## config.mk

```make
export PLATFORM = sky130hd
export DESIGN_NAME = prga_flat
export DESIGN_NICKNAME = d
export VERILOG_FILES = /design/src/rtl/prga_if.sv /design/src/rtl/prga.sv /design/src/flat_wrapper.sv
export SDC_FILE = /design/constraint.sdc
export NUM_CORES = 1
export LEC_CHECK = 0
export CAP_MARGIN = 20
export CELL_PAD_IN_SITES_DETAIL_PLACEMENT = 1
export CELL_PAD_IN_SITES_GLOBAL_PLACEMENT = 1
export CORE_MARGIN = 5
export CORE_UTILIZATION = 37
export CTS_CLUSTER_DIAMETER = 80
export DETAILED_ROUTE_END_ITERATION = 12
export PLACE_DENSITY_LB_ADDON = 0.05
export SETUP_SLACK_MARGIN = 0.5
export SLEW_MARGIN = 20
export SYNTH_ARGS = -nofsm -noshare
export SYNTH_HDL_FRONTEND = slang
export SYNTH_SLANG_ARGS = --single-unit
```

## constraint.sdc

```tcl
create_clock -name clk -period 3 [get_ports clk]
set_clock_uncertainty 0.2 [all_clocks]
set_input_delay 0.6 -clock clk [delete_from_list [all_inputs] [get_ports clk]]
set_output_delay 0.6 -clock clk [all_outputs]
set_load 0.005 [all_outputs]
```

## src/rtl/prga_if.sv

```systemverilog
// Handshake and memory-port bundle between the ARC4 controller/memories
// and the pseudo-random generation stage.
interface prga_if;
  logic       en;
  logic       rdy;
  logic [7:0] s_addr;
  logic [7:0] s_rddata;
  logic [7:0] s_wrdata;
  logic       s_wren;
  logic [7:0] ct_addr;
  logic [7:0] ct_rddata;
  logic [7:0] pt_addr;
  logic [7:0] pt_wrdata;
  logic       pt_wren;

  // Controller / memory side: issues start, returns read data.
  modport master (
    output en, s_rddata, ct_rddata,
    input  rdy, s_addr, s_wrdata, s_wren, ct_addr, pt_addr, pt_wrdata, pt_wren
  );

  // PRGA side: accepts start, drives addresses and writes.
  modport slave (
    input  en, s_rddata, ct_rddata,
    output rdy, s_addr, s_wrdata, s_wren, ct_addr, pt_addr, pt_wrdata, pt_wren
  );
endinterface

```

## src/rtl/prga.sv

```systemverilog
// ARC4 pseudo-random generation stage: walks the length-prefixed ciphertext,
// permutes S in place and writes the length-prefixed plaintext.
// Every memory output is decoded from the current state, so a reset drops
// all write enables in the same instant.
module prga (
  input  logic     clk,
  input  logic     rst,
  prga_if.slave    bus
);

  typedef enum logic [3:0] {
    IDLE, LEN_RD, LEN_WR, SI_RD, SJ_RD, SWAP_I, SWAP_J, PAD_RD, PT_WR
  } state_t;

  state_t     state_q, state_d;
  logic [7:0] i_q, i_d;
  logic [7:0] j_q, j_d;
  logic [7:0] k_q, k_d;
  logic [7:0] len_q, len_d;
  logic [7:0] si_q, si_d;
  logic [7:0] sj_q, sj_d;
  logic [7:0] ctb_q, ctb_d;

  // State and datapath registers with asynchronous clear.
  always_ff @(posedge clk or posedge rst) begin
    if (rst) begin
      state_q <= IDLE;
      i_q     <= 8'd0;
      j_q     <= 8'd0;
      k_q     <= 8'd0;
      len_q   <= 8'd0;
      si_q    <= 8'd0;
      sj_q    <= 8'd0;
      ctb_q   <= 8'd0;
    end else begin
      state_q <= state_d;
      i_q     <= i_d;
      j_q     <= j_d;
      k_q     <= k_d;
      len_q   <= len_d;
      si_q    <= si_d;
      sj_q    <= sj_d;
      ctb_q   <= ctb_d;
    end
  end

  // Next-state, register updates and memory-port decode per state.
  always_comb begin
    state_d       = state_q;
    i_d           = i_q;
    j_d           = j_q;
    k_d           = k_q;
    len_d         = len_q;
    si_d          = si_q;
    sj_d          = sj_q;
    ctb_d         = ctb_q;
    bus.rdy       = 1'b0;
    bus.s_addr    = 8'd0;
    bus.s_wrdata  = 8'd0;
    bus.s_wren    = 1'b0;
    bus.ct_addr   = 8'd0;
    bus.pt_addr   = 8'd0;
    bus.pt_wrdata = 8'd0;
    bus.pt_wren   = 1'b0;

    case (state_q)
      IDLE: begin
        bus.rdy = 1'b1;
        if (bus.en) begin
          i_d     = 8'd1;
          j_d     = 8'd0;
          k_d     = 8'd1;
          state_d = LEN_RD;
        end
      end
      LEN_RD: begin
        bus.ct_addr = 8'd0;
        state_d     = LEN_WR;
      end
      LEN_WR: begin
        len_d         = bus.ct_rddata;
        bus.pt_addr   = 8'd0;
        bus.pt_wrdata = bus.ct_rddata;
        bus.pt_wren   = 1'b1;
        state_d       = (bus.ct_rddata == 8'd0) ? IDLE : SI_RD;
      end
      SI_RD: begin
        bus.s_addr = i_q;
        state_d    = SJ_RD;
      end
      SJ_RD: begin
        // j advances by S[i]; S[j] is fetched with the new j directly.
        si_d       = bus.s_rddata;
        j_d        = j_q + bus.s_rddata;
        bus.s_addr = j_q + bus.s_rddata;
        state_d    = SWAP_I;
      end
      SWAP_I: begin
        sj_d         = bus.s_rddata;
        bus.s_addr   = i_q;
        bus.s_wrdata = bus.s_rddata;
        bus.s_wren   = 1'b1;
        state_d      = SWAP_J;
      end
      SWAP_J: begin
        // When i==j this second write restores the original value.
        bus.s_addr   = j_q;
        bus.s_wrdata = si_q;
        bus.s_wren   = 1'b1;
        bus.ct_addr  = k_q;
        state_d      = PAD_RD;
      end
      PAD_RD: begin
        // Pre-swap si+sj equals post-swap S[i]+S[j].
        ctb_d      = bus.ct_rddata;
        bus.s_addr = si_q + sj_q;
        state_d    = PT_WR;
      end
      PT_WR: begin
        bus.pt_addr   = k_q;
        bus.pt_wrdata = bus.s_rddata ^ ctb_q;
        bus.pt_wren   = 1'b1;
        if (k_q == len_q) begin
          state_d = IDLE;
        end else begin
          k_d     = k_q + 8'd1;
          i_d     = i_q + 8'd1;
          state_d = SI_RD;
        end
      end
      default: state_d = IDLE;
    endcase
  end

endmodule
```

## src/flat_wrapper.sv

```systemverilog
// flat-port wrapper written by rule: the top's interface ports become plain ports
module prga_flat 
  (clk, rst, bus_en, bus_s_rddata, bus_ct_rddata, bus_rdy, bus_s_addr, bus_s_wrdata, bus_s_wren, bus_ct_addr, bus_pt_addr, bus_pt_wrdata, bus_pt_wren);
  prga_if bus_i ();
  input  logic clk;
  input  logic rst;
  input wire logic [$bits(bus_i.en)-1:0] bus_en;
  input wire logic [$bits(bus_i.s_rddata)-1:0] bus_s_rddata;
  input wire logic [$bits(bus_i.ct_rddata)-1:0] bus_ct_rddata;
  output wire logic [$bits(bus_i.rdy)-1:0] bus_rdy;
  output wire logic [$bits(bus_i.s_addr)-1:0] bus_s_addr;
  output wire logic [$bits(bus_i.s_wrdata)-1:0] bus_s_wrdata;
  output wire logic [$bits(bus_i.s_wren)-1:0] bus_s_wren;
  output wire logic [$bits(bus_i.ct_addr)-1:0] bus_ct_addr;
  output wire logic [$bits(bus_i.pt_addr)-1:0] bus_pt_addr;
  output wire logic [$bits(bus_i.pt_wrdata)-1:0] bus_pt_wrdata;
  output wire logic [$bits(bus_i.pt_wren)-1:0] bus_pt_wren;
  assign bus_i.en = bus_en;
  assign bus_i.s_rddata = bus_s_rddata;
  assign bus_i.ct_rddata = bus_ct_rddata;
  assign bus_rdy = bus_i.rdy;
  assign bus_s_addr = bus_i.s_addr;
  assign bus_s_wrdata = bus_i.s_wrdata;
  assign bus_s_wren = bus_i.s_wren;
  assign bus_ct_addr = bus_i.ct_addr;
  assign bus_pt_addr = bus_i.pt_addr;
  assign bus_pt_wrdata = bus_i.pt_wrdata;
  assign bus_pt_wren = bus_i.pt_wren;
  prga u_core (.clk(clk), .rst(rst), .bus(bus_i));
endmodule
```

==> results of run 1 <==
## sequential cells by signal, summed over array words and instances, names as in the netlist
register / count
u_core.si_q: 8
u_core.ctb_q: 8
u_core.state_q: 4
u_core.sj_q: 8
u_core.j_q: 8
u_core.i_q: 8
u_core.len_q: 8
u_core.k_q: 8
## cell usage in the layout, fill, tap and decap left out, drive strengths merged, types with 9 or more instances in the layout
cell type,count
ha,16
clkbuf,12
dfrtp,60
buf,218
xnor2,23
nand3,13
clkdlybuf4s50,13
a21oi,12
nor2,14
nand2,102
nor3,11
o21ai,23
and3,10
and2,12
a22o,9
## what timing repair did
action / in CTS / in global routing
cloned: 4 / 1
setup buffers: 78 / 29
resized for setup: 334 / 102
endpoints found under the hold margin: 0 / 0
pin swaps: 34 / 29
endpoints found under the setup margin: 47 / 61
## Yosys cell counts (all sizes together), types with 9 or more instances
cell    number
a21oi       12
a22o         9
and2        12
and3        10
clkbuf      14
dfrtp       60
ha          16
nand2      102
nand3       13
nor2        14
nor3        11
o21ai       23
xnor2       23
## routing by layer
metal | up-vias | global-route usage
met2 | 339 | 0.545
li1 | 1965 | -
met5 | - | 0
met1 | 2459 | 0.363
met3 | 126 | 0.0644
met4 | 0 | 0.165
## logic make-up after synthesis
logic type,synth area share
AND/OR/NAND/NOR,0.239
AO/OA/AOI/OAI,0.162
flip-flops,0.400
XOR/XNOR,0.0653
buffers and inverters,0.0273
adder cells (fa/ha/maj),0.0640
multiplexers,0.0426
## stage by stage
stage	TNS (ns)	setup slack, ns	util
floorplan	0	0.0259	-
global placement	-5.80	-1.08	0.513
detailed placement	-6.02	-1.11	0.513
CTS	-1.85	-0.401	0.631
global route	-5.09	-0.619	0.698
finish	-4.45	-0.549	0.698
## worst reg2reg max path: stages, from the launching register on
cell	delay, ns
dfrtp_2	0.45
ha_4	0.16
buf_6	0.09
inv_4	0.03
fa_2	0.40
buf_4	0.15
buf_6	0.11
buf_6	0.12
xnor2_4	0.14
nand2_2	0.10
buf_4	0.15
buf_4	0.13
buf_4	0.14
buf_6	0.11
buf_6	0.11
buf_6	0.11
buf_6	0.11
buf_6	0.10
buf_6	0.11
buf_6	0.11
buf_6	0.10
buf_6	0.10
nand2_2	0.06
## cell type report
cell class                      count  area (um2)  share of cell area
Inverter                            8        35.0             0.00511
Multi-Input combinational cell    343        2780               0.406
Clock inverter                      4        47.5             0.00694
Timing Repair Buffer              233        2160               0.316
Tap cell                          133         166              0.0243
Clock buffer                       12         155              0.0226
Sequential cell                    60        1510               0.220
## worst paths after layout
check                                       startpoint                          end  slack [ns]  cells after the start
max in group asynchronous                          rst    u_core.j_q[4]$_DFFE_PP0P_        1.57                      3
min in group asynchronous                          rst  u_core.ctb_q[6]$_DFFE_PP0P_        0.39                      2
min reg2reg                u_core.ctb_q[0]$_DFFE_PP0P_  u_core.ctb_q[0]$_DFFE_PP0P_        0.32                      2
max                          u_core.j_q[2]$_DFFE_PP0P_                bus_s_addr[5]       -0.55                      8
max reg2reg                  u_core.j_q[0]$_DFFE_PP0P_    u_core.j_q[2]$_DFFE_PP0P_       -0.46                     22
min                        u_core.ctb_q[0]$_DFFE_PP0P_  u_core.ctb_q[0]$_DFFE_PP0P_        0.32                      2
## power breakdown
group | internal, uW | total, uW | switching, uW
Combinational | 1650 | 2810 | 1170
Clock | 428 | 842 | 414
Sequential | 889 | 1010 | 117
==> metrics, run 1 <==
status=complete, but fails checks; failing checks=negative setup slack; nets=692; DR WL/cell=30.3 um; pin count of the biggest net entering global routing=40; Post-Syn Area per Cell=8.78 um2; Synth area leader=dfrtp_1; Worst setup EP type=output pin; Synth area leaders=dfrtp_1 (40%), nand2_1 (10%), xnor2_1 (5.4%), ha_1 (5.3%), o21ai_0 (3.1%); Placed Cells=665; number of setup violations in the final report=17; P per Cell Area=680 nW/um2; HP Class=reg2reg; worst-margin pin slew=0.589 ns; CTS Hold Bufs=0; Post-synth EDFFs=0; Period minus WS final=3.55 ns; required time worst endpoint=2.20 ns; Cell variety after synth=46; Syn Inst Count=428; RSZ-0062 raised after global routing=true; clk root buf=clkbuf_8; Synth warnings=0; HPWL after DPL=9810 um; critical path launch point type=register; Fillers=1069; endpoints failing hold=0; clock slew at reported path FFs=0.08 ns; Max Slew Vio Count=0; Clock Latency Late Sink=0.38 ns; TritonCTS clock tree=built; period utilization=1.18; finished layout cell area=6860 um2; grt ovf=0; post-route ant nets=0; initial core utilization=0.383; H-Tree Depth=3; drt total wl=24000 um; GP Congestion=0.824; max frequency=0.282 GHz; hold slack=0.324 ns; die span in x=111 um; clk buf depth=2; Pleak=0.00326 uW; worst path arrival time=2.75 ns; met3 WL post-DR=1710 um; synthesis-stage register bit count=60; row count=36; DR WL met2=11500 um; vias in the first global route=4933; worst setup margin=-0.549 ns; n_diodes=0; drt pass-1 iters=5; Core Region=9820 um2; 1st-iter DRT viols=501; initial antenna violation count=0; Vias/cell=6.17; Area Overhead vs Synth=82.5%; crit-path max cell delay=0.51 ns; IO Count=62; die area=12300 um2; # port buffers=61; Cell Area, Synth=3760 um2; Post-Syn Nets=465; Slowest-stage cell, CP=a2111o_1; Max Cap Violations=0; fraction of layout cells with a size suffix above 1=0.526; fin cells=793; first-pass GRT wire length=29700 um; Placement Cell Area=5030 um2; Bufs and invs on worst path=2; Async S/R FF share, synth=1.00; Highest Signal Layer=met4; top-area cell type share of the netlist area=0.400; Chip Height=111 um; Top FF cell, synth=dfrtp_1; DR vias=4889; Total Power=4660 uW; WS Path Type=reg2out; CP Max Fanout=2; crit-path cells=ha_4 -> and3_4 -> a2111o_1 -> buf_4 -> xnor2_2 -> nor2_1 -> a211o_1 -> dlygate4sd2_1; Remaining DRCs=0; CTS sink count=60; Max IR drop VDD=407 uV; slew margin rel.=0.606; Tot GR Track Use=0.314; Num CTS Buffers=9; register area share after synthesis=0.400; Crit path max-delay family=compound AO/OA/AOI/OAI gates; wl on met1=9040 um
Power figures use the tool's default switching activity.
==> inputs of run 2 (changes only) <==
--- a/config.mk
+++ b/config.mk
@@ -10,9 +10,8 @@
 export CELL_PAD_IN_SITES_GLOBAL_PLACEMENT = 1
 export CORE_MARGIN = 5
 export CORE_UTILIZATION = 37
-export CTS_CLUSTER_DIAMETER = 80
 export DETAILED_ROUTE_END_ITERATION = 12
-export PLACE_DENSITY_LB_ADDON = 0.05
+export PLACE_DENSITY_LB_ADDON = 0.25
 export SETUP_SLACK_MARGIN = 0.5
 export SLEW_MARGIN = 20
 export SYNTH_ARGS = -nofsm -noshare
==> run 2 against run 1 <==
The run still ends with negative setup slack left. Cell count down 1.3%. Flip-flop and latch count unchanged. First-iteration DRC count down 29%. Wire length down 0.41%. Power down 7.4%. Sequential share of layout area up 0.30 points. Combinational power down 15%. Largest power group unchanged.
==> metrics, run 2 (same netlist as run 1, synthesis figures left out) <==
met3 WL post-DR=1720 um (was 1710 um); clk root buf=clkbuf_8 (unchanged); clk buf depth=2 (unchanged); row count=36 (unchanged); Num CTS Buffers=9 (unchanged); drt pass-1 iters=4 (was 5); Area Overhead vs Synth=80.0% (was 82.5%); CTS sink count=60 (unchanged); Clock Latency Late Sink=0.38 ns (about the same); Setup WS pre-CTS=-1.11 ns (about the same); Storage cell area=1510 um2 (unchanged); Worst R2R Start=u_core.j_q[0]$_DFFE_PP0P_ (unchanged); Worst R2R Path Depth=20 (was 22); P per Cell Area=638 nW/um2 (was 680 nW/um2); Layout Utilization=0.689 (was 0.698); Max Slew Vio Count=0 (unchanged); TritonCTS clock tree=built (unchanged); critical path launch point type=register (unchanged); failing checks=negative setup slack (unchanged); finished layout cell area=6760 um2 (was 6860 um2); RSZ-0062 raised after global routing=true (unchanged); wl on met1=8790 um (was 9040 um); Fillers=1050 (was 1069); initial core utilization=0.383 (unchanged); Vias/cell=6.16 (was 6.17); grt ovf=0 (unchanged); status=complete, but fails checks (unchanged); clock slew at reported path FFs=0.09 ns (was 0.08 ns); Tot GR Track Use=0.308 (was 0.314); worst path arrival time=2.82 ns (was 2.75 ns); n_diodes=0 (unchanged); DR vias=4825 (was 4889); vias in the first global route=4971 (was 4933); HP Class=in2async (was reg2reg); Pleak=0.00324 uW (was 0.00326 uW); commonest non-fill, non-tap cell in the layout=nand2_1 (was buf_6); Max IR drop VDD=371 uV (was 407 uV); die area=12300 um2 (unchanged); endpoints failing hold=0 (unchanged); slew margin rel.=0.520 (was 0.606); Total Power=4320 uW (was 4660 uW); worst setup margin=-0.618 ns (was -0.549 ns); R2R Setup Slk=-0.45 ns (was -0.46 ns); commonest cells after routing, fill and taps aside=nand2_1 (89), buf_6 (82), buf_4 (80) (was buf_6 (95), buf_4 (86), nand2_1 (85)); Placement Cell Area=4990 um2 (was 5030 um2); pin count of the biggest net entering global routing=42 (was 40); Core Region=9820 um2 (unchanged); drt total wl=23900 um (was 24000 um); Remaining DRCs=0 (unchanged); Chip Height=111 um (unchanged); fraction of layout cells with a size suffix above 1=0.520 (was 0.526); CP Max Fanout=2 (unchanged); initial antenna violation count=1 (was 0); max frequency=0.276 GHz (was 0.282 GHz); WS Path Type=reg2out (unchanged); Highest Signal Layer=met5 (was met4); HPWL after DPL=9980 um (was 9810 um); 1st-iter DRT viols=354 (was 501); number of setup violations in the final report=11 (was 17); first-pass GRT wire length=29300 um (was 29700 um); area occupied by multi-input gates=2820 um2 (was 2780 um2); hold slack=0.340 ns (was 0.324 ns); Worst setup EP type=output pin (unchanged); nets=682 (was 692); Max Cap Violations=0 (unchanged); Period minus WS final=3.62 ns (was 3.55 ns); die span in x=111 um (unchanged); # port buffers=61 (unchanged); IO Count=62 (unchanged); GP Congestion=0.856 (was 0.824); H-Tree Depth=3 (unchanged); worst-margin pin slew=0.718 ns (was 0.589 ns); reg-to-reg critical path endpoint=u_core.j_q[6]$_DFFE_PP0P_ (was u_core.j_q[2]$_DFFE_PP0P_); period utilization=1.21 (was 1.18); DR WL/cell=30.5 um (was 30.3 um); post-route ant nets=0 (unchanged); DR WL met2=11600 um (was 11500 um); required time worst endpoint=2.20 ns (about the same)
[run 2: changes by cell type in the layout (fill, tap and decap cells not counted), sizes merged]
cell      change
o21a          -1
clkinvlp      +1
buf          -17
bufinv        +1
clkbuf        +7
clkinv        -1
[run 2: per-layer routing]
| layer | global-route usage | vias to the layer above |
|---|---|---|
| li1 | - | 1939 |
| met1 | 0.353 | 2415 |
| met2 | 0.539 | 322 |
| met3 | 0.0497 | 147 |
| met4 | 0.183 | 2 |
| met5 | 0 | - |
[run 2: power breakdown]
group	internal (uW)	leakage (uW)	total, uW	switching [uW]
clock	515	0.000112	932	417
combinational	1330	0.00245	2380	1050
sequential	885	0.000675	1010	123
[run 2: layout make-up]
| cell class | count | share of cell area |
|---|---|---|
| sequential | 60 | 0.223 |
| inverter | 8 | 0.00444 |
| tap | 133 | 0.0246 |
| multi-input combinational | 342 | 0.417 |
| clock inverter | 5 | 0.0124 |
| timing repair buffer | 224 | 0.297 |
| clock buffer | 11 | 0.0224 |
[run 2: worst max-delay path by stage]
stage	startpoint	endpoint	cells after the start
3_3_place_gp	bus_s_rddata[1]	bus_s_addr[7]	8
6_report	u_core.j_q[1]$_DFFE_PP0P_	bus_s_addr[5]	10
3_5_place_dp	bus_s_rddata[1]	bus_s_addr[7]	8
4_1_cts	u_core.j_q[3]$_DFFE_PP0P_	bus_s_addr[7]	7
2_1_floorplan	bus_s_rddata[1]	bus_s_addr[7]	6
5_1_grt	u_core.j_q[1]$_DFFE_PP0P_	bus_s_addr[5]	10
[run 2: repair_timing]
| action | 4_1_cts | 5_1_grt |
|---|---|---|
| cloned | 4 | 2 |
| pin swaps | 37 | 29 |
| setup buffers | 64 | 36 |
| endpoints found under the setup margin | 46 | 56 |
| gates resized for setup | 302 | 115 |
| hold buffers | 0 | 0 |
[run 2: critical path, cell delays in order (launching register included)]
cell and delay [ns]:
dfrtp_1 0.45, ha_4 0.27, a21o_1 0.20, a2111o_1 0.53, buf_6 0.16, buf_6 0.10
buf_6 0.12, xnor2_4 0.17, nor2_4 0.05, a211o_1 0.24, buf_2 0.15
[run 2: per-stage QoR]
stage / cells / TNS [ns]
2_1_floorplan: 428 / 0
3_3_place_gp: 661 / -5.99
3_5_place_dp: 661 / -6.41
4_1_cts: 745 / -1.69
5_1_grt: 783 / -3.65
6_report: 783 / -3.21
==> inputs of run 3 (changes only) <==
--- a/config.mk
+++ b/config.mk
@@ -11,9 +11,9 @@
 export CORE_MARGIN = 5
 export CORE_UTILIZATION = 37
 export DETAILED_ROUTE_END_ITERATION = 12
+export HOLD_SLACK_MARGIN = 0.1
 export PLACE_DENSITY_LB_ADDON = 0.25
 export SETUP_SLACK_MARGIN = 0.5
-export SLEW_MARGIN = 20
 export SYNTH_ARGS = -nofsm -noshare
 export SYNTH_HDL_FRONTEND = slang
 export SYNTH_SLANG_ARGS = --single-unit
==> results of run 3 <==
Final layout, timing and power as in run 2 (identical DEF).
